**config.mk**
```make
export PLATFORM = sky130hd
export DESIGN_NAME = exec_ctrl
export DESIGN_NICKNAME = d
export VERILOG_FILES = /design/src/rtl/exec_ctrl.sv
export SDC_FILE = /design/constraint.sdc
export NUM_CORES = 1
export LEC_CHECK = 0
export CELL_PAD_IN_SITES_DETAIL_PLACEMENT = 1
export CELL_PAD_IN_SITES_GLOBAL_PLACEMENT = 2
export CORE_AREA = 2 2 261 199
export CTS_BUF_LIST = sky130_fd_sc_hd__clkbuf_8
export CTS_CLUSTER_DIAMETER = 120
export DETAILED_ROUTE_END_ITERATION = 7
export DIE_AREA = 0 0 263 201
export GPL_ROUTABILITY_DRIVEN = 0
export PLACE_DENSITY = 0.72
export SETUP_SLACK_MARGIN = 0.02
export SYNTH_ARGS = -nofsm -noshare
export SYNTH_HDL_FRONTEND = slang
export SYNTH_SLANG_ARGS = --single-unit
```
**constraint.sdc**
```tcl
create_clock -name clk -period 2 [get_ports clk]
set_input_delay 0.4 -clock clk [delete_from_list [all_inputs] [get_ports clk]]
set_output_delay 0.4 -clock clk [all_outputs]
set_load 0.1 [all_outputs]
```
**src/rtl/exec_ctrl.sv**
```systemverilog
// Execute-stage controller: accepts one decoded instruction, steers the external ALU,
// maintains the condition codes and presents valE/cnd through a valid/ready result port.
module exec_ctrl (
  input  logic        clk,
  input  logic        rst_n,
  input  logic        in_valid,
  output logic        in_ready,
  input  logic [3:0]  icode,
  input  logic [3:0]  ifun,
  input  logic [63:0] valA,
  input  logic [63:0] valB,
  input  logic [63:0] valC,
  output logic [63:0] alu_a,
  output logic [63:0] alu_b,
  output logic [1:0]  alu_fn,
  input  logic [63:0] alu_result,
  input  logic        alu_ovf,
  output logic        out_valid,
  input  logic        out_ready,
  output logic [63:0] valE,
  output logic        cnd,
  output logic        zf,
  output logic        sf,
  output logic        of,
  output logic        halted,
  output logic        err
);

  typedef enum logic [1:0] {
    IDLE = 2'd0,
    EXEC = 2'd1,
    DONE = 2'd2,
    HALT = 2'd3
  } state_e;

  localparam logic [3:0] I_HALT   = 4'h0;
  localparam logic [3:0] I_NOP    = 4'h1;
  localparam logic [3:0] I_RRMOVQ = 4'h2;
  localparam logic [3:0] I_IRMOVQ = 4'h3;
  localparam logic [3:0] I_RMMOVQ = 4'h4;
  localparam logic [3:0] I_MRMOVQ = 4'h5;
  localparam logic [3:0] I_OPQ    = 4'h6;
  localparam logic [3:0] I_JXX    = 4'h7;
  localparam logic [3:0] I_CALL   = 4'h8;
  localparam logic [3:0] I_RET    = 4'h9;
  localparam logic [3:0] I_PUSHQ  = 4'hA;
  localparam logic [3:0] I_POPQ   = 4'hB;
  localparam logic [3:0] I_LEAVE  = 4'hC;

  localparam logic [63:0] STACK_UP   = 64'd8;
  localparam logic [63:0] STACK_DOWN = 64'hFFFF_FFFF_FFFF_FFF8;

  function automatic logic cond_eval(input logic [3:0] fn, input logic z, input logic s,
                                     input logic o);
    logic r;
    case (fn)
      4'h0:    r = 1'b1;
      4'h1:    r = (s ^ o) | z;
      4'h2:    r = s ^ o;
      4'h3:    r = z;
      4'h4:    r = ~z;
      4'h5:    r = ~(s ^ o);
      4'h6:    r = ~(s ^ o) & ~z;
      default: r = 1'b0;
    endcase
    return r;
  endfunction

  state_e      state_q, state_d;
  logic [3:0]  icode_q, icode_d, ifun_q, ifun_d;
  logic [63:0] vala_q, vala_d, valb_q, valb_d, valc_q, valc_d;
  logic [63:0] vale_q, vale_d;
  logic        cnd_q, cnd_d, zf_q, zf_d, sf_q, sf_d, of_q, of_d;
  logic        halted_q, halted_d, err_q, err_d;
  logic        in_ready_q, out_valid_q;
  logic        illegal_s;

  // ALU operand steering, only live while an instruction is executing
  always_comb begin
    alu_a  = 64'd0;
    alu_b  = 64'd0;
    alu_fn = 2'd0;
    if (state_q == EXEC) begin
      case (icode_q)
        I_RRMOVQ:                   alu_a = vala_q;
        I_OPQ:                      alu_a = vala_q;
        I_IRMOVQ, I_RMMOVQ, I_MRMOVQ: alu_a = valc_q;
        I_CALL, I_PUSHQ:            alu_a = STACK_DOWN;
        I_RET, I_POPQ, I_LEAVE:     alu_a = STACK_UP;
        default:                    alu_a = 64'd0;
      endcase
      case (icode_q)
        I_RMMOVQ, I_MRMOVQ, I_OPQ, I_CALL, I_RET, I_PUSHQ, I_POPQ: alu_b = valb_q;
        I_LEAVE:                                                  alu_b = vala_q;
        default:                                                  alu_b = 64'd0;
      endcase
      alu_fn = (icode_q == I_OPQ) ? ifun_q[1:0] : 2'd0;
    end else begin
      alu_a  = 64'd0;
      alu_b  = 64'd0;
      alu_fn = 2'd0;
    end
  end

  assign illegal_s = (icode > I_LEAVE) || ((icode == I_OPQ) && (ifun > 4'd3));

  // Next-state, operand latch, result and condition-code update
  always_comb begin
    state_d  = state_q;
    icode_d  = icode_q;
    ifun_d   = ifun_q;
    vala_d   = vala_q;
    valb_d   = valb_q;
    valc_d   = valc_q;
    vale_d   = vale_q;
    cnd_d    = cnd_q;
    zf_d     = zf_q;
    sf_d     = sf_q;
    of_d     = of_q;
    halted_d = halted_q;
    err_d    = err_q;
    case (state_q)
      IDLE: begin
        if (in_valid) begin
          if (icode == I_HALT) begin
            halted_d = 1'b1;
            state_d  = HALT;
          end else if (illegal_s) begin
            err_d    = 1'b1;
            halted_d = 1'b1;
            state_d  = HALT;
          end else begin
            icode_d = icode;
            ifun_d  = ifun;
            vala_d  = valA;
            valb_d  = valB;
            valc_d  = valC;
            state_d = EXEC;
          end
        end else begin
          state_d = IDLE;
        end
      end
      EXEC: begin
        vale_d = (icode_q == I_NOP) ? 64'd0 : alu_result;
        // cnd uses the CC as it stood before this instruction
        if ((icode_q == I_JXX) || (icode_q == I_RRMOVQ)) begin
          cnd_d = cond_eval(ifun_q, zf_q, sf_q, of_q);
        end else begin
          cnd_d = 1'b0;
        end
        if (icode_q == I_OPQ) begin
          zf_d = (alu_result == 64'd0);
          sf_d = alu_result[63];
          of_d = alu_ovf;
        end else begin
          zf_d = zf_q;
        end
        state_d = DONE;
      end
      DONE: begin
        if (out_ready) begin
          state_d = IDLE;
        end else begin
          state_d = DONE;
        end
      end
      HALT:    state_d = HALT;
      default: state_d = IDLE;
    endcase
  end

  // State and output registers; handshake flags are registered from the next state
  always_ff @(posedge clk or negedge rst_n) begin
    if (!rst_n) begin
      state_q     <= IDLE;
      icode_q     <= 4'd0;
      ifun_q      <= 4'd0;
      vala_q      <= 64'd0;
      valb_q      <= 64'd0;
      valc_q      <= 64'd0;
      vale_q      <= 64'd0;
      cnd_q       <= 1'b0;
      zf_q        <= 1'b1;
      sf_q        <= 1'b0;
      of_q        <= 1'b0;
      halted_q    <= 1'b0;
      err_q       <= 1'b0;
      in_ready_q  <= 1'b1;
      out_valid_q <= 1'b0;
    end else begin
      state_q     <= state_d;
      icode_q     <= icode_d;
      ifun_q      <= ifun_d;
      vala_q      <= vala_d;
      valb_q      <= valb_d;
      valc_q      <= valc_d;
      vale_q      <= vale_d;
      cnd_q       <= cnd_d;
      zf_q        <= zf_d;
      sf_q        <= sf_d;
      of_q        <= of_d;
      halted_q    <= halted_d;
      err_q       <= err_d;
      in_ready_q  <= (state_d == IDLE);
      out_valid_q <= (state_d == DONE);
    end
  end

  assign in_ready  = in_ready_q;
  assign out_valid = out_valid_q;
  assign valE      = vale_q;
  assign cnd       = cnd_q;
  assign zf        = zf_q;
  assign sf        = sf_q;
  assign of        = of_q;
  assign halted    = halted_q;
  assign err       = err_q;

endmodule

```
==> impl_metrics.py <==
metrics = {
    "clock_network": {
        "clkTransAtPathRegs_ps": 60,
        "cts_sinks": 274,
        "htree_levels": 2,
        "cts_root_buf": "clkbuf_8",
        "clk_latency_ps": 610,
        "clockBufferDepth": 3,
        "cts_tree": "done",
        "cts_buffers": 49,
    },
    "yosys": {
        "netlist_top_cells_area": "dfrtp_1 55%, mux2_2 18%, a22o_1 4.5%, a221oi_1 4.2%, a22oi_1 4.0%",
        "synth_edf_count": 0,
        "synth_seq_cells": 274,
        "synth_nets": 1231,
        "synth.distinct_cells": 44,
        "syn-cell-area_um2": 12400,
        "syn_avg_cell_area_um2": 12.9,
        "async_reset_ff_frac": 1.00,
        "ys_warn_count": 0,
        "yosysTopAreaCellShare": 0.548,
        "syn_inst": 962,
        "ys.flop_type": "dfrtp_1",
        "ys_seq_area_frac": 0.552,
        "synth_area_leader_cell": "dfrtp_1",
    },
    "detailed_routing": {
        "dr.pass1.iters": 5,
        "drc": 0,
        "routed_via_density": 4.80,
        "via_count": 11100,
        "drt.antenna.violating_nets": 0,
        "dr.first_iter.drc_count": 513,
        "wirelength_um": 53700,
        "wl_per_cell_um": 23.3,
    },
    "grt": {
        "grt_pass1_wl_um": 80600,
        "antenna_found_initial": 7,
        "grtUsageTotal": 0.200,
        "grt_max_degree": 65,
        "grt_pass1_vias": 12400,
        "overflow": 0,
    },
    "timing": {
        "worst_slack_ps": -839,
        "finalSetupViolations": 130,
        "fin_worst_skew_ps": 27.2,
        "post-route-period-util": 1.42,
        "max-slew-margin-rel": 0.677,
        "hold_viol": 0,
        "clock.fmax_ghz": 0.352,
        "timing.final.max_slew_violations": 0,
        "rsz0062_at_grt": "yes",
        "holdWs_ps": 295,
        "min_period_ps": 2840,
        "tightest_slew_ps": 485,
    },
    "setup_path": {
        "critPathCaptureType": "output port",
        "reg2reg_depth": 6,
        "timing.rr.start": "state_q[0]$_DFF_PN0_",
        "path_class": "flop to output port",
        "cp_max_fo": 17,
        "worstPathRequired_ps": 1600,
        "cp-start-kind": "flop",
        "crit_arrival_ps": 2440,
        "r2r_slack_ps": 150,
        "r2r-end": "vala_q[18]$_DFFE_PN0P_",
    },
    "finish": {
        "area_growth_pct": 89.6,
        "multi_input_area_um2": 6360,
        "regArea_um2": 6860,
        "fillers": 5082,
        "final_util": 0.465,
        "layout.nets": 1867,
        "drive_above_1_share": 0.565,
    },
    "die": {
        "fp.dieW_um": 263,
        "dieArea_um2": 52900,
        "start_util": 0.245,
        "die_height_um": 201,
        "core_area_um2": 50600,
        "io_pins": 471,
        "fp-row-count": 72,
    },
    "place": {
        "portBuffers": 470,
        "hpwl_um": 37600,
    },
    "power_and_ir_drop": {
        "power_density_nw_per_um2": 1820,
        "p_leak_nw": 9.42,
        "vdd_ir_drop_max_v": 0.000960,
    },
    "job": {
        "max_cap_viol_count": 0,
    },
    "outcome": {
        "violations": "setup timing",
        "outcome": "finished, violations left",
    },
    "hold_path": {
        "min_path_type": "input pin to async pin",
    },
}
[through the flow]
step / cells / area (um2) / setup WS (ps) / setup TNS (ps) / power [W]
6_report: 2306 / 23500 / -839 / -97420 / 0.0429
3_5_place_dp: 2176 / 21200 / -515 / -117780 / 0.0344
2_1_floorplan: 962 / 13500 / -980 / -46710 / 0.0262
4_1_cts: 2298 / 23300 / -929 / -109740 / 0.0425
5_1_grt: 2305 / 23500 / -961 / -113680 / 0.0449
3_3_place_gp: 2176 / 21200 / -508 / -116330 / 0.0339
[worst max path at each step]
stage | from | to | slack (ps)
4_1_cts | icode_q[3]$_DFFE_PN0P_ | alu_a[14] | -930
3_3_place_gp | icode[1] | valb_q[18]$_DFFE_PN0P_ | -510
6_report | icode_q[3]$_DFFE_PN0P_ | alu_a[33] | -840
3_5_place_dp | icode[1] | vala_q[18]$_DFFE_PN0P_ | -520
2_1_floorplan | icode_q[3]$_DFFE_PN0P_ | alu_b[20] | -980
5_1_grt | icode_q[3]$_DFFE_PN0P_ | alu_a[33] | -960
[power breakdown]
group	total (W)	leakage [nW]	internal, W	switching (W)
Sequential	0.0106	3.29	0.00834	0.00228
Combinational	0.0265	5.51	0.0108	0.0157
Clock	0.00581	0.616	0.00329	0.00252
Total	0.0429	9.42	0.0224	0.0205
[kinds of logic after synthesis]
logic type	synth area share
flops	0.552
compound gates	0.143
mux	0.182
simple gates	0.0641
buf+inv	0.0565
xor+xnor	0.00141
fa+ha+maj	0.000806
[layout make-up]
cell class | instances | share of cell area
flip-flops and latches | 274 | 0.291
well taps | 666 | 0.0354
clock buffers | 65 | 0.0380
multi-input cells | 600 | 0.270
diodes | 2 | 0.000213
inverters | 2 | 0.000319
clock inverters | 26 | 0.00808
repair buffers | 671 | 0.357
[metal layers]
metal / wire length, um / global-route usage / part of all wire
met5: 53 / 0 / 0.00099
met4: 1340 / 0.0629 / 0.025
met3: 3160 / 0.0504 / 0.059
met2: 25400 / 0.324 / 0.47
met1: 23800 / 0.262 / 0.44
[what timing repair did]
item | in CTS | in global routing
setup endpoints to repair | 130 | 130
setup buffers | 23 | 8
pin swaps | 30 | 59
gates cloned | 8 | 7
endpoints found under the hold margin | 32 | 0
gates resized for setup | 128 | 33
hold buffers | 1 | 0
[critical path: stages, from the launching register on]
cell and delay [ps]:
dfrtp_2 460, maj3_2 330, a211o_4 430, buf_12 210
nor2_4 170, buf_12 180
[layout by cell type (no fill, tap or decap), types with 4 or more instances in the layout]
cell type and n:
dfrtp_1 269, clkdlybuf4s50_1 267, mux2_2 200, buf_12 189
buf_4 178, nor2_4 107, a22oi_2 65, clkbuf_8 65
a22o_1 64, a221oi_1 30, a221oi_2 29, nor2_2 21
buf_6 17, inv_1 16, nor4_1 16, buf_8 9
nand2_1 8, clkinv_2 8, clkbuf_16 6, nand4_1 4
[sequential cells by signal (all words and copies together), names as in the netlist, 2 cells and up]
| register | cells |
|---|---|
| valb_q | 64 |
| icode_q | 4 |
| ifun_q | 4 |
| state_q | 2 |
| vala_q | 64 |
| valE | 64 |
| valc_q | 64 |
[synthesized netlist by cell type (all sizes together) (4+ instances only)]
library cell	n
a22o	64
a221oi	60
nand4	4
mux2	200
nor4	16
buf	47
nand2b	6
nor2b	5
clkbuf	39
nand2	8
a21oi	6
a22oi	67
dfrtp	272
nor2	131
(Power assumes the default switching activity.)
